## src/rtl/pc_sender.sv

```systemverilog
// Streams NUM_BYTES bytes from BRAM out of an 8N1 UART on entry into SEND_TO_PC.
// Define PC_SENDER_HEADER_EN to send the 0xA5, 0x5A header ahead of each transfer.
module pc_sender #(
    parameter int unsigned CLKS_PER_BIT = 564,
    parameter int unsigned NUM_BYTES    = 19200,
    parameter int unsigned ADDR_W       = 15
) (
    input  logic              clk,
    input  logic              rst,
    input  logic [2:0]        fsm_state,
    input  logic [7:0]        bram_dout,
    output logic [ADDR_W-1:0] bram_addr,
    output logic              tx,
    output logic              busy,
    output logic              done
);

    localparam logic [2:0]        SendToPc = 3'b101;
    localparam int unsigned       BaudW    = (CLKS_PER_BIT > 1) ? $clog2(CLKS_PER_BIT) : 1;
    localparam logic [BaudW-1:0]  BaudLast = BaudW'(CLKS_PER_BIT - 1);
    localparam logic [ADDR_W:0]   ByteLast = (ADDR_W + 1)'(NUM_BYTES - 1);
    localparam logic [1:0]        HdrNone  = 2'd2;
`ifdef PC_SENDER_HEADER_EN
    localparam logic [1:0]        HdrFirst = 2'd0;
`else
    localparam logic [1:0]        HdrFirst = HdrNone;
`endif

    typedef enum logic [2:0] {
        StIdle, StFetch, StWait, StStart, StData, StStop, StDone
    } state_e;

    state_e            state_q, state_d;
    logic [2:0]        prev_q;
    logic [BaudW-1:0]  baud_q, baud_d;
    logic [2:0]        bit_q, bit_d;
    logic [ADDR_W:0]   byte_q, byte_d;
    logic [ADDR_W-1:0] addr_q, addr_d;
    logic [7:0]        shift_q, shift_d;
    logic              abort_q, abort_d;
    // 0: sending 0xA5, 1: sending 0x5A, 2: sending payload
    logic [1:0]        hdr_q, hdr_d;

    logic in_send, entry, baud_end;

    assign in_send  = (fsm_state == SendToPc);
    assign entry    = in_send && (prev_q != SendToPc);
    assign baud_end = (baud_q == BaudLast);

    always_ff @(posedge clk or posedge rst) begin
        if (rst) begin
            state_q <= StIdle;
            prev_q  <= 3'b000;
            baud_q  <= '0;
            bit_q   <= '0;
            byte_q  <= '0;
            addr_q  <= '0;
            shift_q <= '0;
            abort_q <= 1'b0;
            hdr_q   <= HdrNone;
        end else begin
            state_q <= state_d;
            prev_q  <= fsm_state;
            baud_q  <= baud_d;
            bit_q   <= bit_d;
            byte_q  <= byte_d;
            addr_q  <= addr_d;
            shift_q <= shift_d;
            abort_q <= abort_d;
            hdr_q   <= hdr_d;
        end
    end

    always_comb begin
        state_d = state_q;
        baud_d  = baud_q;
        bit_d   = bit_q;
        byte_d  = byte_q;
        addr_d  = addr_q;
        shift_d = shift_q;
        abort_d = abort_q;
        hdr_d   = hdr_q;

        unique case (state_q)
            StIdle: begin
                if (entry) begin
                    state_d = StFetch;
                    addr_d  = '0;
                    byte_d  = '0;
                    hdr_d   = HdrFirst;
                    abort_d = 1'b0;
                end
            end
            StFetch: state_d = in_send ? StWait : StIdle;
            StWait: begin
                if (!in_send) begin
                    state_d = StIdle;
                end else begin
                    case (hdr_q)
                        2'd0:    shift_d = 8'hA5;
                        2'd1:    shift_d = 8'h5A;
                        default: shift_d = bram_dout;
                    endcase
                    baud_d  = '0;
                    state_d = StStart;
                end
            end
            StStart: begin
                abort_d = abort_q | ~in_send;
                if (baud_end) begin
                    baud_d  = '0;
                    bit_d   = '0;
                    state_d = StData;
                end else begin
                    baud_d = baud_q + BaudW'(1);
                end
            end
            StData: begin
                abort_d = abort_q | ~in_send;
                if (baud_end) begin
                    baud_d  = '0;
                    shift_d = {1'b0, shift_q[7:1]};
                    if (bit_q == 3'd7) state_d = StStop;
                    else               bit_d   = bit_q + 3'd1;
                end else begin
                    baud_d = baud_q + BaudW'(1);
                end
            end
            StStop: begin
                abort_d = abort_q | ~in_send;
                if (baud_end) begin
                    baud_d = '0;
                    // An abort seen anywhere in the frame ends the transfer here
                    if (abort_q || !in_send) begin
                        state_d = StIdle;
                    end else if (hdr_q != HdrNone) begin
                        hdr_d   = hdr_q + 2'd1;
                        state_d = StFetch;
                    end else if (byte_q == ByteLast) begin
                        state_d = StDone;
                    end else begin
                        byte_d  = byte_q + (ADDR_W + 1)'(1);
                        addr_d  = addr_q + ADDR_W'(1);
                        state_d = StFetch;
                    end
                end else begin
                    baud_d = baud_q + BaudW'(1);
                end
            end
            StDone: begin
                if (!in_send) state_d = StIdle;
            end
            default: state_d = StIdle;
        endcase
    end

    always_comb begin
        tx   = 1'b1;
        busy = 1'b0;
        done = 1'b0;
        unique case (state_q)
            StFetch, StWait: busy = 1'b1;
            StStart: begin
                busy = 1'b1;
                tx   = 1'b0;
            end
            StData: begin
                busy = 1'b1;
                tx   = shift_q[0];
            end
            StStop:  busy = 1'b1;
            StDone:  done = 1'b1;
            default: ;
        endcase
    end

    assign bram_addr = addr_q;

endmodule

```

## config.mk

```make
export PLATFORM = sky130hd
export DESIGN_NAME = pc_sender
export DESIGN_NICKNAME = d
export VERILOG_FILES = /design/src/rtl/pc_sender.sv
export SDC_FILE = /design/constraint.sdc
export NUM_CORES = 1
export LEC_CHECK = 0
export ABC_AREA = 1
export CAP_MARGIN = 40
export CORE_UTILIZATION = 45
export DETAILED_ROUTE_END_ITERATION = 10
export SLEW_MARGIN = 20
export SYNTH_ARGS = -nofsm -noshare
export SYNTH_HDL_FRONTEND = slang
export SYNTH_SLANG_ARGS = --single-unit
```

## constraint.sdc

```tcl
create_clock -name clk -period 2.51 [get_ports clk]
set_input_delay 0.3765 -clock clk [delete_from_list [all_inputs] [get_ports clk]]
set_output_delay 0.3765 -clock clk [all_outputs]
set_load 0.01 [all_outputs]
```

**Word-level counts from Yosys, hierarchy flattened**

Index checks and enable logic that the tools add are counted.

- Register bits: 61
- Bits of input ports: 13
- Output and inout bits: 18

- Add/sub/neg operators: 5
- Equality and inequality tests: 25
- Multiplexer cells: 45
- Bitwise gates (word level): 2
- Reductions and logical operators: 19

Operators by type and width:

| kind | number |
|---|---|
| two-way mux 16 bit | 5 |
| two-way mux 15 bit | 5 |
| two-way mux 3 bit | 12 |
| case mux 16 bit (2 select lines) | 1 |
| case mux 8 bit (2 select lines) | 2 |
| case mux 15 bit (2 select lines) | 1 |
| inequality test 2 bit, second input constant | 13 |
| case mux 3 bit (7 select lines) | 1 |
| two-way mux 10 bit | 2 |
| case mux 10 bit (2 select lines) | 1 |
| adder 16 x 1 -> 16 bit, second input constant | 1 |
| equality test 16 x 15 -> 1 bit, second input constant | 1 |
| two-way mux 8 bit | 2 |
| adder 15 x 1 -> 15 bit, second input constant | 1 |
| equality test 3 bit, second input constant | 5 |
| two-way mux 2 bit | 6 |
| AND reduction 6 bit | 2 |
| adder 10 x 1 -> 10 bit, second input constant | 1 |
| equality test 10 bit, second input constant | 1 |
| nonzero test 2 bit | 5 |
| equality test 3 x 2 -> 1 bit, second input constant | 2 |
| case mux 3 bit (2 select lines) | 1 |
| AND reduction 5 bit | 1 |
| OR reduction 5 bit | 1 |
| other kinds (19) | 23 |

**Logic depth before layout (Yosys ltp)**

- Depth after elaboration: 6
- Depth in mapped cells: 12
- Gate-level depth less buffers: 10

**Least setup slack after synthesis**

No wires, ideal clock.

- Kind: reg-to-reg
- Start point: register baud_q[0]
- End point: register addr_q[10] (netlist: bram_addr[10])
- Library setup time: 0.117 ns
- Data arrival time: 1.626 ns
- Data required time: 2.393 ns
- Slack: 0.767 ns
- Cell stages (with the launch flop): 10
- Path buffers: 1
- Clock period less this slack: 1.743 ns
- Cells stage by stage: dfrtp_1 > ha_1 > nand2_1 > nor2_1 > nand3_2 > a21oi_4 > nand3_4 > buf_6 > nand2_1 > nand2_1

- Word-level cells in the longest chain between the ends: 3

RTL lines:

| item | line | source |
|---|---|---|
| start, declared | 35 | `logic [BaudW-1:0] baud_q, baud_d;` |
| start signal, assigned | 64 | `baud_q <= baud_d;` |
| equality test 10 bit | 48 | `assign baud_end = (baud_q == BaudLast);` |
| inequality test 2 bit (no line) | -- |  |
| AND reduction 6 bit (no line) | -- |  |
| end signal, assigned | 67 | `addr_q <= addr_d;` |
| end, declared | 38 | `logic [ADDR_W-1:0] addr_q, addr_d;` |

Every way passes these cells.
A chain may end at the register's enable or synchronous reset.

**Worst setup path in the final report**

- Start point: register state_q[1]
- End point: output port tx

- Word-level cells in the longest chain between the ends: 2

RTL lines:

| item | line | source |
|---|---|---|
| start, declared | 33 | `state_e state_q, state_d;` |
| start signal, assigned | 52 | `state_q <= StIdle;` |
| start signal, assigned | 62 | `state_q <= state_d;` |
| equality test 3 bit or equality test 3 x 2 -> 1 bit (tied branches) | 161 | `unique case (state_q)` |
| case mux 1 bit (2 select lines) (*) | 161 |  |
| end, declared | 13 | `output logic tx,` |

Mark *: on every way between the ends. The rest lies on a longest branch, timed or not.

==> flow_results.xml <==
<?xml version="1.0" encoding="UTF-8"?>
<metrics>
  <group name="worst_setup_path">
    <metric name="critPathMaxStageDelay" unit="ns">0.56</metric>
    <metric name="path_max_fanout" unit="">11</metric>
    <metric name="cp_cell_sequence" unit="">nor2_2, nand2_2, o21ai_0, clkdlybuf4s50_1</metric>
    <metric name="worstPathRequired" unit="ns">2.13</metric>
    <metric name="critical_path_class" unit="">reg -&gt; out</metric>
    <metric name="worstPathBufferInverterCount" unit="">1</metric>
    <metric name="worst_path_max_delay_cell" unit="">sky130_fd_sc_hd__clkdlybuf4s50_1</metric>
    <metric name="setup.worst_path.end_class" unit="">output port</metric>
    <metric name="critical-path-top-delay-family" unit="">buffers and inverters</metric>
    <metric name="setup.worst_path.start_class" unit="">register</metric>
    <metric name="worstPathArrival" unit="ns">2.00</metric>
  </group>
  <group name="hold_path">
    <metric name="min-delay-path-class" unit="">in -&gt; async</metric>
  </group>
  <group name="final_layout">
    <metric name="syn2layout_area_growth" unit="%">15.2</metric>
    <metric name="layout_commonest_cell" unit="">sky130_fd_sc_hd__nand2_1</metric>
    <metric name="final_design_area_no_fill" unit="sq um">4530</metric>
    <metric name="fillCellCount" unit="">839</metric>
    <metric name="finish.utilization" unit="%">54.3</metric>
    <metric name="diodes" unit="">0</metric>
    <metric name="final_cell_mix" unit="">sky130_fd_sc_hd__nand2_1, sky130_fd_sc_hd__nor2_1, sky130_fd_sc_hd__dfrtp_1, sky130_fd_sc_hd__inv_1, sky130_fd_sc_hd__nand3_1</metric>
    <metric name="layout-drive-gt1-share" unit="%">7.13</metric>
    <metric name="nNetsFinal" unit="">631</metric>
  </group>
  <group name="yosys">
    <metric name="synth_compound_area_share" unit="%">6.59</metric>
    <metric name="synth_cell_types" unit="">35</metric>
    <metric name="synth_sequential_area_ratio" unit="%">38.9</metric>
    <metric name="syn_area" unit="sq um">3930</metric>
    <metric name="synthSimpleGateAreaFrac" unit="%">42.0</metric>
    <metric name="synth_adder_area_share" unit="%">1.91</metric>
    <metric name="synth_area_per_cell" unit="sq um">6.77</metric>
    <metric name="yosysWarnings" unit="">0</metric>
    <metric name="ys_seq_elements" unit="">61</metric>
    <metric name="syn_nets" unit="">600</metric>
    <metric name="post_synth_mux_area_share" unit="%">0</metric>
    <metric name="synth_ff_type" unit="">sky130_fd_sc_hd__dfrtp_1</metric>
    <metric name="main_combinational_cell_family_by_area_after_synthesis" unit="">simple AND/OR/NAND/NOR gates</metric>
    <metric name="synth-edff-count" unit="">0</metric>
    <metric name="synth_async_sr_flop_share" unit="%">100</metric>
    <metric name="yosys.area_share.xor_xnor" unit="%">2.90</metric>
    <metric name="netlist_instances" unit="">581</metric>
  </group>
  <group name="floorplan">
    <metric name="vertical_extent_of_the_die" unit="microns">95.5</metric>
    <metric name="chipWidth" unit="microns">95.5</metric>
    <metric name="boundaryPins" unit="">31</metric>
    <metric name="die_area" unit="sq um">9110</metric>
    <metric name="initial_standard_cell_utilization_of_the_core" unit="%">47.1</metric>
    <metric name="floorplan.core_area" unit="sq um">8340</metric>
    <metric name="rows" unit="">33</metric>
  </group>
  <group name="placement">
    <metric name="dp.final_hpwl" unit="mm">6.41</metric>
    <metric name="io_buffers" unit="">30</metric>
    <metric name="pre_cts_slack" unit="ns">0.272</metric>
    <metric name="placedInstanceArea" unit="sq um">4330</metric>
    <metric name="placer_congestion_estimate" unit="">0.849</metric>
  </group>
  <group name="pwr">
    <metric name="switchingPower" unit="mW">1.81</metric>
    <metric name="share_seq_of_total_power" unit="%">33.5</metric>
    <metric name="p_per_area" unit="nW/um^2">873</metric>
    <metric name="cellLeakagePower" unit="nW">2.07</metric>
    <metric name="power.internal" unit="mW">2.14</metric>
    <metric name="clkPwrFrac" unit="%">22.6</metric>
    <metric name="power_switching_share" unit="%">45.8</metric>
    <metric name="comb_power_share" unit="%">43.9</metric>
    <metric name="irDropWorstVdd" unit="uV">495</metric>
  </group>
  <group name="timing">
    <metric name="timing_max_transition_violations_final" unit="">0</metric>
    <metric name="timing.clock.skew" unit="ns">0.0120</metric>
    <metric name="layout_min_cycle_time" unit="ns">2.38</metric>
    <metric name="maxSlewHeadroom" unit="%">64.0</metric>
    <metric name="final_worst_path_cycle_share" unit="%">94.7</metric>
    <metric name="final_hold_viol_count" unit="">0</metric>
    <metric name="rsz0062_at_grt" unit="">false</metric>
    <metric name="final_critical_path_setup_slack" unit="ns">0.134</metric>
    <metric name="worst_slew_pin_slew" unit="ns">0.539</metric>
    <metric name="finalSetupViolations" unit="">0</metric>
    <metric name="maxClockFrequency" unit="GHz">0.421</metric>
    <metric name="totalNegativeSetupSlack" unit="ns">0</metric>
  </group>
  <group name="outcome">
    <metric name="result_of_the_run" unit="">complete, no violations</metric>
  </group>
  <group name="route">
    <metric name="drc_violations_left" unit="">0</metric>
    <metric name="via_count" unit="">3693</metric>
    <metric name="first_pass_iters" unit="">4</metric>
    <metric name="final_antenna_net_count" unit="">0</metric>
    <metric name="detail_route.iter0.violations" unit="">144</metric>
    <metric name="via_per_inst" unit="">5.11</metric>
    <metric name="finalWirelength" unit="mm">9.09</metric>
    <metric name="route.detailed.wl_per_inst" unit="microns">12.6</metric>
  </group>
  <group name="clock_tree">
    <metric name="cts_tree" unit="">built</metric>
    <metric name="clock_transition_at_the_registers_of_the_reported_paths" unit="ns">0.08</metric>
    <metric name="cts_buffers" unit="">9</metric>
    <metric name="cts.hold.buffers_added" unit="">0</metric>
    <metric name="clk_path_buf_depth" unit="">2</metric>
    <metric name="cts_htree_levels" unit="">3</metric>
    <metric name="cts_root_buffer" unit="">sky130_fd_sc_hd__clkbuf_8</metric>
    <metric name="cts.repair_timing.setup_buffer_count" unit="">0</metric>
    <metric name="clock_sinks" unit="">61</metric>
    <metric name="clk_latency" unit="ns">0.35</metric>
  </group>
  <group name="global_route">
    <metric name="grt_usage" unit="%">22.0</metric>
    <metric name="antenna_found_initial" unit="">0</metric>
    <metric name="grt-ovfl-total" unit="">0</metric>
    <metric name="grt_first_pass_wirelength" unit="mm">15.7</metric>
    <metric name="grt_start_max_net_pins" unit="">33</metric>
    <metric name="grt_pass1_vias" unit="">3390</metric>
  </group>
  <group name="flow_run">
    <metric name="cap_viol_max_count" unit="">0</metric>
  </group>
</metrics>
## metal layers
layer / wire [microns] / up-vias / global-route usage [%] / part of all wire [%]
li1: - / 1920 / - / -
met1: 4640 / 1708 / 29.9 / 51
met2: 4080 / 55 / 35.4 / 45
met3: 246 / 10 / 2.95 / 2.7
met4: 124 / 0 / 8.71 / 1.4
met5: 0 / - / 0 / 0
## metrics by stage
stage          hold slack, ns  instances  total power [mW]
5_1_grt                 0.451        722              4.25
4_1_cts                 0.403        722              3.99
3_5_place_dp            0.488        706              3.08
6_report                0.386        722              3.95
3_3_place_gp            0.469        706              3.07
2_1_floorplan           0.408        581              2.71
## layout make-up
type                       instances  area, sq um  share of cell area (%)
multi-input combinational        452         2100                    46.4
sequential                        61         1530                    33.7
timing repair buffer              36          370                    8.18
inverter                          52          195                    4.31
clock buffer                      11          141                    3.12
tap                              105          131                    2.90
clock inverter                     5         60.1                    1.33
## worst reg2reg max path, delay by kind of cell, from the launching register on
family                   cells  cell delay (ns)
AND/OR/NAND/NOR              6             1.00
flip-flops                   1             0.46
adder cells (fa/ha/maj)      1             0.30
AO/OA/AOI/OAI                1             0.23
## logic make-up after synthesis
logic type,count (synthesis)
AOI/OAI and AO/OA,44
buffers and inverters,68
xor gates and xnor gates,13
adders and majority gates,6
DFF,61
and+or+nand+nor,389
## path summary, 6_finish.rpt
kind                                              from                        to  slack, ns  cells past startpoint
worst max-delay path            state_q[1]$_DFFE_PP0P_                        tx       0.13                      4
worst min-delay path                               rst     baud_q[4]$_DFFE_PP0P_       0.39                      2
worst max register to register   baud_q[0]$_DFFE_PP0P_  bram_addr[3]$_DFFE_PP0P_       0.41                      8
worst min register to register    bit_q[1]$_DFFE_PP0P_      bit_q[1]$_DFFE_PP0P_       0.50                      2
max in group asynchronous                          rst      hdr_q[1]$_DFFE_PP1P_       1.54                      3
min in group clk                          fsm_state[0]       prev_q[0]$_DFF_PP0_       0.49                      1
## power groups by stage
stage	registers, mW	clock network [mW]	logic, mW
floorplan	1.28	0	1.43
global placement	1.34	0	1.74
detailed placement	1.34	0	1.74
CTS	1.32	0.919	1.75
global route	1.36	0.963	1.93
finish	1.32	0.895	1.73
## cell usage after synthesis, drive strengths merged, types with 6 or more instances
| master | instances | area [sq um] |
|---|---|---|
| xor2 | 12 | 105 |
| nand3 | 45 | 253 |
| inv | 51 | 191 |
| nor2 | 86 | 335 |
| buf | 12 | 92.6 |
| o21ai | 21 | 113 |
| nand2 | 220 | 831 |
| dfrtp | 60 | 1500 |
| ha | 6 | 75.1 |
| a21oi | 15 | 86.3 |
| nand4 | 30 | 188 |
## registers in the layout, indices dropped and copies added (netlist names)
signal,flops
abort_q,1
baud_q,10
bit_q,3
bram_addr,15
byte_q,16
hdr_q,2
prev_q,3
shift_q,8
state_q,3
## timing repair
item                       4_1_cts  5_1_grt
setup endpoints to repair        0        1
gates resized for setup          0        1
hold endpoints to repair         0        0
(Power assumes the default switching activity.)
